$ cat src/rtl/fwd_pkg.sv
// fwd_pkg: shared forwarding select codes, default tag width and the shadow-stage record
package fwd_pkg;
   localparam logic [1:0] FWD_IDEX = 2'b00;
   localparam logic [1:0] FWD_WB   = 2'b01;
   localparam logic [1:0] FWD_MEM  = 2'b10;
   localparam int DEF_REG_ADDR_W = 5;
   typedef struct packed {
      logic [DEF_REG_ADDR_W-1:0] rd;
      logic                      rw;
      logic                      mr;
   } stage_t;
endpackage

$ cat src/rtl/fwd_sel.sv
// fwd_sel: priority comparator picking the nearest producer of one EX source operand
module fwd_sel
   import fwd_pkg::*;
#(
   parameter int W = DEF_REG_ADDR_W
)(
   input  logic [W-1:0] i_src,
   input  logic         i_use,
   input  logic [W-1:0] i_ex_rd,
   input  logic         i_ex_rw,
   input  logic [W-1:0] i_mem_rd,
   input  logic         i_mem_rw,
   output logic [1:0]   o_sel
);
   // Unused sources and x0 never forward; the instruction one ahead beats the one two ahead
   always_comb
      o_sel = (!i_use || i_src == '0)            ? FWD_IDEX :
              (i_ex_rw && i_src == i_ex_rd)      ? FWD_MEM  :
              (i_mem_rw && i_src == i_mem_rd)    ? FWD_WB   : FWD_IDEX;
endmodule

$ cat src/rtl/fwd_hazard_ctrl.sv
// fwd_hazard_ctrl: load-use stall and registered EX forwarding selects for the 5-stage core
// Optional load-use stall counter output stall_cnt_o under `define FWD_HAZARD_STALL_CNT_EN
module fwd_hazard_ctrl
   import fwd_pkg::*;
#(
   parameter int REG_ADDR_W = DEF_REG_ADDR_W
`ifdef FWD_HAZARD_STALL_CNT_EN
   , parameter int CNT_W = 32
`endif
)(
   input  logic                  clk_i,
   input  logic                  rst_i,
   input  logic                  id_valid_i,
   input  logic [REG_ADDR_W-1:0] id_rs1_i,
   input  logic [REG_ADDR_W-1:0] id_rs2_i,
   input  logic                  id_use_rs1_i,
   input  logic                  id_use_rs2_i,
   input  logic [REG_ADDR_W-1:0] id_rd_i,
   input  logic                  id_regwrite_i,
   input  logic                  id_memread_i,
   input  logic                  flush_i,
   input  logic                  mem_stall_i,
   output logic                  stall_o,
   output logic [1:0]            ForwardA_o,
   output logic [1:0]            ForwardB_o,
   output logic                  ex_bubble_o
`ifdef FWD_HAZARD_STALL_CNT_EN
   , output logic [CNT_W-1:0]    stall_cnt_o
`endif
);
   stage_t     r_ex, r_mem, r_wb;
   logic [1:0] r_fa, r_fb;
   logic       r_bubble;
   logic       w_hazard, w_enter;
   logic [1:0] w_sel_a, w_sel_b;

   // A load in EX whose destination is read by the ID instruction must wait one cycle
   always_comb begin
      w_hazard = id_valid_i && r_ex.mr && r_ex.rw && r_ex.rd != '0 &&
                 ((id_use_rs1_i && id_rs1_i == r_ex.rd) || (id_use_rs2_i && id_rs2_i == r_ex.rd));
      w_enter  = id_valid_i && !flush_i && !w_hazard;
      stall_o  = mem_stall_i || (w_hazard && !flush_i);
   end

   fwd_sel #(.W(REG_ADDR_W)) u_sel_a (
      .i_src(id_rs1_i), .i_use(id_use_rs1_i),
      .i_ex_rd(r_ex.rd), .i_ex_rw(r_ex.rw),
      .i_mem_rd(r_mem.rd), .i_mem_rw(r_mem.rw),
      .o_sel(w_sel_a)
   );

   fwd_sel #(.W(REG_ADDR_W)) u_sel_b (
      .i_src(id_rs2_i), .i_use(id_use_rs2_i),
      .i_ex_rd(r_ex.rd), .i_ex_rw(r_ex.rw),
      .i_mem_rd(r_mem.rd), .i_mem_rw(r_mem.rw),
      .o_sel(w_sel_b)
   );

   // Advance the shadow pipeline and latch selects for the instruction entering EX
   always_ff @(posedge clk_i or posedge rst_i)
      if (rst_i) begin
         r_ex     <= '0;
         r_mem    <= '0;
         r_wb     <= '0;
         r_fa     <= FWD_IDEX;
         r_fb     <= FWD_IDEX;
         r_bubble <= 1'b1;
      end else if (!mem_stall_i) begin
         r_wb     <= r_mem;
         r_mem    <= r_ex;
         r_ex     <= w_enter ? stage_t'{rd: id_rd_i, rw: id_regwrite_i, mr: id_memread_i} : '0;
         r_fa     <= w_enter ? w_sel_a : FWD_IDEX;
         r_fb     <= w_enter ? w_sel_b : FWD_IDEX;
         r_bubble <= !w_enter;
      end

   assign ForwardA_o  = r_fa;
   assign ForwardB_o  = r_fb;
   assign ex_bubble_o = r_bubble;

   // A frozen pipeline keeps every shadow tag, including WB, and every select unchanged
   a_freeze: assert property (@(posedge clk_i) disable iff (rst_i)
      mem_stall_i |=> $stable({r_wb, r_mem, r_ex, r_fa, r_fb, r_bubble}));

`ifdef FWD_HAZARD_STALL_CNT_EN
   logic [CNT_W-1:0] r_cnt;

   // Count load-use bubbles that actually enter EX; flush bubbles are excluded
   always_ff @(posedge clk_i or posedge rst_i)
      if (rst_i)
         r_cnt <= '0;
      else if (!mem_stall_i && w_hazard && !flush_i && r_cnt != '1)
         r_cnt <= r_cnt + 1'b1;

   assign stall_cnt_o = r_cnt;
`endif
endmodule

$ cat config.mk
export PLATFORM = sky130hd
export DESIGN_NAME = fwd_hazard_ctrl
export DESIGN_NICKNAME = d
export VERILOG_FILES = /design/src/rtl/fwd_pkg.sv /design/src/rtl/fwd_sel.sv /design/src/rtl/fwd_hazard_ctrl.sv
export SDC_FILE = /design/constraint.sdc
export NUM_CORES = 1
export LEC_CHECK = 0
export BUFFER_PORTS_ARGS = -buffer_cell sky130_fd_sc_hd__buf_2
export CAP_MARGIN = 20
export CORE_UTILIZATION = 57
export CTS_BUF_LIST = sky130_fd_sc_hd__clkbuf_2
export CTS_CLUSTER_DIAMETER = 50
export DETAILED_ROUTE_END_ITERATION = 7
export GPL_ROUTABILITY_DRIVEN = 1
export GPL_TIMING_DRIVEN = 0
export PLACE_DENSITY = 0.95
export SKIP_CTS_REPAIR_TIMING = 1
export SLEW_MARGIN = 10
export SYNTH_ARGS = -nofsm -noshare
export SYNTH_HDL_FRONTEND = slang
export SYNTH_SLANG_ARGS = --single-unit
export TNS_END_PERCENT = 20
$ cat constraint.sdc
create_clock -name clk_i -period 3.9 [get_ports clk_i]
set_input_delay 0.195 -clock clk_i [delete_from_list [all_inputs] [get_ports clk_i]]
set_output_delay 0.195 -clock clk_i [all_outputs]
set_load 0.01 [all_outputs]
Word level (Yosys, flattened, before mapping)
Index checks and enable logic that the tools add are counted.
{"block": "totals", "register_bits": 18, "elab_cells": 46}
{"block": "op_classes", "mux": 9, "reduce_logical": 25, "n_eq_ne": 4}
{"cell": "equality test 5 bit", "count": 4}
{"cell": "logical AND 1 bit", "count": 13}
{"cell": "2-to-1 mux 2 bit", "count": 6}
{"cell": "zero test 5 bit", "count": 2}
{"cell": "2-to-1 mux 7 bit", "count": 1}
{"cell": "zero test 1 bit", "count": 5}
{"cell": "nonzero test 5 bit", "count": 1}
{"cell": "logical OR 1 bit", "count": 4}
{"cell": "2-to-1 mux 1 bit", "count": 2}

Longest topological paths before layout
Gate-level depths: netlist of the first run.
{"block": "depth", "word_depth": 7, "depth_mapped": 6, "mapped_depth_nobuf": 5}

By module
Synthesis of the first run repeated with hierarchy kept, for this count alone.
{"block": "hier_totals", "cells_unflattened": 124, "area_unflattened_um2": 1253.7}
{"mod": "fwd_hazard_ctrl", "instances": 1, "seq_area_each_um2": 451.7, "area_per_inst_um2": 960.9, "cells_each": 88}
{"mod": "fwd_sel", "instances": 2, "seq_area_each_um2": 0.0, "area_per_inst_um2": 146.4, "cells_each": 18}

Least setup slack after synthesis of the first run
No wires, ideal clock.
{"block": "synth_path", "path_type": "reg2out", "startpoint": "register r_ex[4] (netlist name)", "endpoint": "output stall_o", "path_stages_with_launch": 6, "t_required_ns": 3.705, "path_slack_ns": 2.325, "arrival_ns": 1.380, "cell_sequence": "dfrtp_1 -> nor4_1 -> a21oi_1 -> nor4b_4 -> a31o_1 -> a21o_2"}
{"block": "synth_via", "elab_chain_len": 6, "word_cells_on_any_way": 10, "cone_classes": "2 x eq/ne; 8 x reduce/logical"}
{"element": "start, declared", "line": "fwd_hazard_ctrl.sv:31", "text": "stage_t r_ex, r_mem, r_wb;"}
{"element": "start signal, assigned", "line": "fwd_hazard_ctrl.sv:71", "text": "r_ex <= w_enter ? stage_t'{rd: id_rd_i, rw: id_regwrite_i, mr: id_memread_i} : '0;"}
{"element": "equality test 5 bit", "line": "fwd_hazard_ctrl.sv:40", "text": "((id_use_rs1_i && id_rs1_i == r_ex.rd) || (id_use_rs2_i && id_rs2_i == r_ex.rd));"}
{"element": "logical AND 1 bit", "line": "fwd_hazard_ctrl.sv:40"}
{"element": "logical OR 1 bit", "line": "fwd_hazard_ctrl.sv:40"}
{"element": "logical AND 1 bit (*)", "line": "fwd_hazard_ctrl.sv:39", "text": "w_hazard = id_valid_i && r_ex.mr && r_ex.rw && r_ex.rd != '0 &&"}
{"element": "logical AND 1 bit (*)", "line": "fwd_hazard_ctrl.sv:42", "text": "stall_o = mem_stall_i || (w_hazard && !flush_i);"}
{"element": "logical OR 1 bit (*)", "line": "fwd_hazard_ctrl.sv:42"}
{"element": "end, declared", "line": "fwd_hazard_ctrl.sv:23", "text": "output logic stall_o,"}
Every way passes the cells marked *; elsewhere a longest branch is shown, timed or not.

Worst setup path in the final report of the first run
Ends and elaborated chain as after synthesis.

==> impl_metrics.ini, run 1 <==
[die]
ios = 30
standard_cell_rows = 14
die-area_um2 = 1980
initial_core_util = 0.645
core_area_um2 = 1590
die_w_um = 44.5
fp.dieH_um = 44.5

[timing]
max_clock_freq_ghz = 0.462
maxSlewHeadroom = 0.557
final_layout_worst_hold_slack_ps = 80.3
setup_violations = 0
post-route-min-period_ps = 2160
drv_slew = 0
final_hold_violating_endpoints = 0
final.setup.tns_ps = 0
setup_repair_after_global_routing_missed_its_margin = false
timing.final.crit_share = 0.555
tightest_slew_ps = 664
final_worst_setup_slack_ps = 1740
clock-skew-final_ps = 7.40

[power_and_ir_drop]
final_total_pwr_mw = 0.363
p_per_area_nw_per_um2 = 294
total_leakage_power_nw = 0.598
max_ir_drop_vdd_mv = 0.247

[worst_hold_path]
holdCritPathClass = in -> reg

[setup_path]
worst-endpoint-arrival_ps = 1970
setup.reg_to_reg.worst_slack_ps = 2160
path_max_fanout = 5
sort_of_element_at_the_end_of_the_critical_path = primary output
r2r.worst_path.cells = 6
endpoint = stall_o
worst_setup_path_start_kind = flop
crit_start = r_ex[4]
worst_reg2reg_path_endpoint = r_ex[3]
rr_startpoint = r_ex[4]
critical_path_required_ps = 3700
path_class = reg -> out

[synth]
synth_top_cell_area_share = 0.414
post_syn_nets = 117
yosysTopAreaCell = dfrtp_1
yosys_register_bits = 18
synthesis.area_um2 = 1030
postSynth.topFlopCell = dfrtp_1
synth.area.top_cells = dfrtp_1, a22o_1, xnor2_1
synthesis.area_per_instance_um2 = 11.1
synth-edff-count = 0
synthDistinctLibCells = 25
synth_cells = 93
synth_sequential_area_ratio = 0.439
yosysWarningCount = 0
synth-async-reset-ratio = 1.00

[global_route]
maximum_number_of_pins_on_one_net_before_global_route_repair = 19
grt_antenna_before_repair = 0
grt_pass1_wl_um = 3480
first_global_vias = 807
grt.overflow.total = 0
grt_usage = 0.244

[cts]
cts_tree = done
cts_max_level = 1
cts.clk_slew.worst_paths_ps = 180
clock_buffer_depth = 2
ctsRootBufferMaster = clkbuf_2
clk-insertion-delay-late_ps = 310
cts_inserted_buffers = 3
cts_num_sinks = 18

[detailed_routing]
remaining_drc_errors = 0
drtPass1Iterations = 4
drtAntennaViolNets = 0
drt-total-wl_um = 2230
route.detailed.vias_per_inst = 5.66
drtIter0Drc = 13
vias = 854
post_drt_wl_per_cell_um = 14.8

[cells_and_area]
finalNonFillerCells = 151
area_overhead_vs_synth_pct = 19.8
nets = 152
filler_cell_count = 113
drive_gt1_frac = 0.354
area_taken_by_flip_flops_and_latches_um2 = 452
multi_input_comb_area_um2 = 539
final_core_util = 0.773
design_area_um2 = 1230
antennaDiodeCount = 0

[run_status]
outcome = complete, no violations

[placed_design]
placed_area_um2 = 1200
detailed_placement_hpwl_um = 1760
total_of_buffers_placed_on_input_and_output_ports = 29
gp_congestion = 0.854
dp_worst_setup_slack_ps = 2100
post-place-cells = 146

[job]
max_cap_viol_count = 0
-- cells in the final DEF, fill, tap and decap left out --
cell type,instances
buf_2,29
dfrtp_1,17
xnor2_1,10
xor2_1,10
a22o_1,10
inv_1,5
nand3_1,5
nand2_1,5
mux2_2,5
nor4_1,3
o21ai_0,3
clkbuf_2,3
clkbuf_1,2
a21oi_1,2
nor2_1,2
or4_1,2
nor3_1,2
nor3_2,1
nand3_2,1
nor4b_4,1
a311oi_2,1
buf_6,1
a211oi_1,1
a31o_1,1
a21o_2,1
o41ai_2,1
clkinv_1,1
dfstp_2,1
dlygate4sd3_1,1
-- power breakdown --
group | switching (mW) | total, mW | internal (mW)
clock network | 0.0605 | 0.0828 | 0.0223
registers | 0.0128 | 0.210 | 0.197
logic | 0.0354 | 0.0703 | 0.0349
-- metal layers --
layer,vias to the layer above,part of all wire,GRT usage
met5,-,0,0
met4,0,0.014,0.0727
met3,4,0.046,0.0245
met2,34,0.53,0.476
met1,412,0.41,0.273
li1,404,-,-
-- flip-flops by register name, summed over array words and instances, names as in the netlist --
register	flops
ex_bubble_o	1
ForwardB_o	2
ForwardA_o	2
r_mem	6
r_ex	7
-- Yosys cell counts (2+ instances only) --
master	instances
mux2_2	5
nor3_1	2
nor4_1	3
or4_1	2
dfrtp_1	17
o21ai_0	3
xor2_1	10
nand2_1	5
a21oi_1	2
clkbuf_1	2
nor2_1	2
xnor2_1	10
inv_1	5
a22o_1	10
nand3_1	5
-- critical path, stage by stage, from the launching register on --
cell,delay [ps]
dfrtp_1,490
nor4_1,300
a21oi_1,160
nor4b_4,160
a31o_1,200
a21o_2,200
buf_2,130
-- area by class of cell --
cell class | instances | area share
multi-input cells | 67 | 0.438
flip-flops and latches | 18 | 0.366
repair buffers | 30 | 0.126
well taps | 24 | 0.0244
plain buffers | 3 | 0.0152
inverters | 5 | 0.0152
clock buffers | 3 | 0.0122
clock inverters | 1 | 0.00305
-- worst min-delay path by stage --
stage / startpoint / endpoint / slack, ps / cells past startpoint
floorplan: rst_i / ForwardA_o[0] / 130 / 1
global placement: rst_i / r_ex[2] / 300 / 2
detailed placement: rst_i / r_mem[2] / 320 / 2
CTS: rst_i / ForwardA_o[1] / -30 / 2
global route: id_regwrite_i / r_ex[1] / 90 / 2
finish: id_memread_i / r_ex[0] / 80 / 2
-- logic make-up after synthesis --
| logic type | count (synthesis) | share of synthesized area |
|---|---|---|
| AO/OA/AOI/OAI | 20 | 0.164 |
| buffers and inverters | 8 | 0.0365 |
| XOR/XNOR | 20 | 0.170 |
| multiplexers | 5 | 0.0547 |
| AND/OR/NAND/NOR | 22 | 0.135 |
| flip-flops | 18 | 0.439 |
Power figures use the tool's default switching activity.
==> inputs of run 2 (changes only) <==
--- a/config.mk
+++ b/config.mk
@@ -7,13 +7,13 @@
 export LEC_CHECK = 0
 export BUFFER_PORTS_ARGS = -buffer_cell sky130_fd_sc_hd__buf_2
 export CAP_MARGIN = 20
-export CORE_UTILIZATION = 57
+export CORE_UTILIZATION = 48
 export CTS_BUF_LIST = sky130_fd_sc_hd__clkbuf_2
 export CTS_CLUSTER_DIAMETER = 50
 export DETAILED_ROUTE_END_ITERATION = 7
 export GPL_ROUTABILITY_DRIVEN = 1
 export GPL_TIMING_DRIVEN = 0
-export PLACE_DENSITY = 0.95
+export PLACE_DENSITY = 0.89
 export SKIP_CTS_REPAIR_TIMING = 1
 export SLEW_MARGIN = 10
 export SYNTH_ARGS = -nofsm -noshare
==> constraint.sdc (replaced) <==
create_clock -name clk_i -period 1.9 [get_ports clk_i]
set_input_delay 0.095 -clock clk_i [delete_from_list [all_inputs] [get_ports clk_i]]
set_output_delay 0.095 -clock clk_i [all_outputs]
set_load 0.01 [all_outputs]
==> impl_metrics.ini, run 2 (synthesized netlist as in run 1, its figures left out) <==
[setup_path]
critical-path-top-delay-family = compound AO/OA/AOI/OAI gates
sort_of_element_at_the_end_of_the_critical_path = primary output
crit_start = r_ex[5]
critical_path_required_ps = 1800
rr_startpoint = r_ex[5]
path_max_fanout = 5
crit_path_cell_trace = nor4_4 > a21oi_2 > nor4b_4 > a31o_1 > a21o_2 > buf_6
critical_path_depth = 6
worst-endpoint-arrival_ps = 1890
path_class = reg -> out
r2r.worst_path.cells = 7
worst_setup_path_start_kind = flop
cp_num_buf_inv = 1
critPathSlowestCell = dfrtp_2
crit_path_max_incr_delay_ps = 520
setup.reg_to_reg.worst_slack_ps = 90

[run_status]
failed_checks = negative hold slack, negative setup slack
outcome = finished, violations left

[die]
ios = 30
initial_core_util = 0.519
die-area_um2 = 2330
standard_cell_rows = 16
die_w_um = 48.3
core_area_um2 = 1980
fp.dieH_um = 48.3

[timing]
tightest_slew_ps = 706
post-route-min-period_ps = 1990
setup_repair_after_global_routing_missed_its_margin = true
drv_slew = 0
setup_violations = 1
maxSlewHeadroom = 0.529
max_clock_freq_ghz = 0.503
final_worst_setup_slack_ps = -89.8
timing.final.crit_share = 1.05
final_hold_violating_endpoints = 1
final_layout_worst_hold_slack_ps = -7.42
final.setup.tns_ps = -89.8
clock-skew-final_ps = 0.534

[cts]
cts.clk_slew.worst_paths_ps = 180
cts_num_sinks = 18
ctsRootBufferMaster = clkbuf_2
cts_inserted_buffers = 3
clk-insertion-delay-late_ps = 300
cts_tree = done
clock_buffer_depth = 2
cts_max_level = 1

[global_route]
grt.met1_usage = 0.255
grt_pass1_wl_um = 3460
met3_usage = 0.0407
first_global_vias = 776
maximum_number_of_pins_on_one_net_before_global_route_repair = 19
grt_antenna_before_repair = 0
grt.overflow.total = 0
grt_usage = 0.216
met2_usage = 0.403
grt_busiest_layer = met2

[cells_and_area]
largest-register = r_ex
area_overhead_vs_synth_pct = 36.0
antennaDiodeCount = 0
filler_cell_count = 145
layout_commonest_cell = buf_2
design_area_um2 = 1400
largest_register_ffs = 7
area_taken_by_flip_flops_and_latches_um2 = 458
leading_cell_types_in_the_layout_fill_and_taps_excluded = buf_2, dfrtp_1, xor2_1, a22o_1
multi_input_comb_area_um2 = 587
reg_top3 = r_ex x7, r_mem x6
nets = 164
drive_gt1_frac = 0.446

[power_and_ir_drop]
p_per_area_nw_per_um2 = 561
total_leakage_power_nw = 0.675
max_ir_drop_vdd_mv = 0.432
final_total_pwr_mw = 0.785

[placed_design]
detailed_placement_hpwl_um = 1800
total_of_buffers_placed_on_input_and_output_ports = 29
placed_area_um2 = 1210
gp_congestion = 0.867

[detailed_routing]
drtIter0Drc = 13
remaining_drc_errors = 0
drt-total-wl_um = 2540
vias = 910
drtAntennaViolNets = 0
route.detailed.vias_per_inst = 5.48
post_drt_wl_per_cell_um = 15.3
drtPass1Iterations = 4

[worst_hold_path]
worst_hold_path.num_cells = 2
holdCritPathClass = in -> reg
hold_start = id_rd_i[1]

[job]
max_cap_viol_count = 0
-- run 2: where the power goes --
| group | switching (mW) | internal (mW) | total (mW) |
|---|---|---|---|
| clock | 0.126 | 0.0458 | 0.172 |
| sequential | 0.0279 | 0.405 | 0.433 |
| combinational | 0.0861 | 0.0943 | 0.180 |
-- run 2: routing by layer --
metal	share of wire	wire length (um)
met5	0	0
met4	0.025	63
met3	0.062	158
met2	0.53	1340
met1	0.38	972
-- run 2: layout make-up --
| class | instances | share of cell area |
|---|---|---|
| clock inverters | 1 | 0.00268 |
| repair buffers | 42 | 0.189 |
| flip-flops and latches | 18 | 0.327 |
| plain buffers | 3 | 0.0134 |
| clock buffers | 3 | 0.0107 |
| multi-input cells | 67 | 0.419 |
| well taps | 27 | 0.0242 |
| inverters | 5 | 0.0134 |
-- run 2: through the flow --
| stage | worst slack [ps] | hold WS, ps | instances | utilization |
|---|---|---|---|---|
| 4_1_cts | -199 | -116 | 153 | 0.619 |
| 3_3_place_gp | 164 | 207 | 149 | 0.609 |
| 2_1_floorplan | 343 | 32.8 | 93 | - |
| 3_5_place_dp | 123 | 226 | 149 | 0.609 |
| 5_1_grt | -178 | 4.24 | 166 | 0.706 |
| 6_report | -89.8 | -7.42 | 166 | 0.706 |
-- run 2: worst register-to-register path, stage by stage, from the launching register on --
cell and delay (ps):
dfrtp_2 520, nor4_4 280, a21oi_2 110, nor4b_4 150
buf_4 130, a311oi_2 240, buf_6 190, a22o_1 150
-- run 2: final timing paths --
| kind | endpoint |
|---|---|
| max in group asynchronous | r_ex[4] |
| min in group asynchronous | r_ex[2] |
| worst max-delay path | stall_o |
| worst max register to register | r_ex[2] |
| worst min-delay path | r_ex[3] |
| worst min register to register | ex_bubble_o |
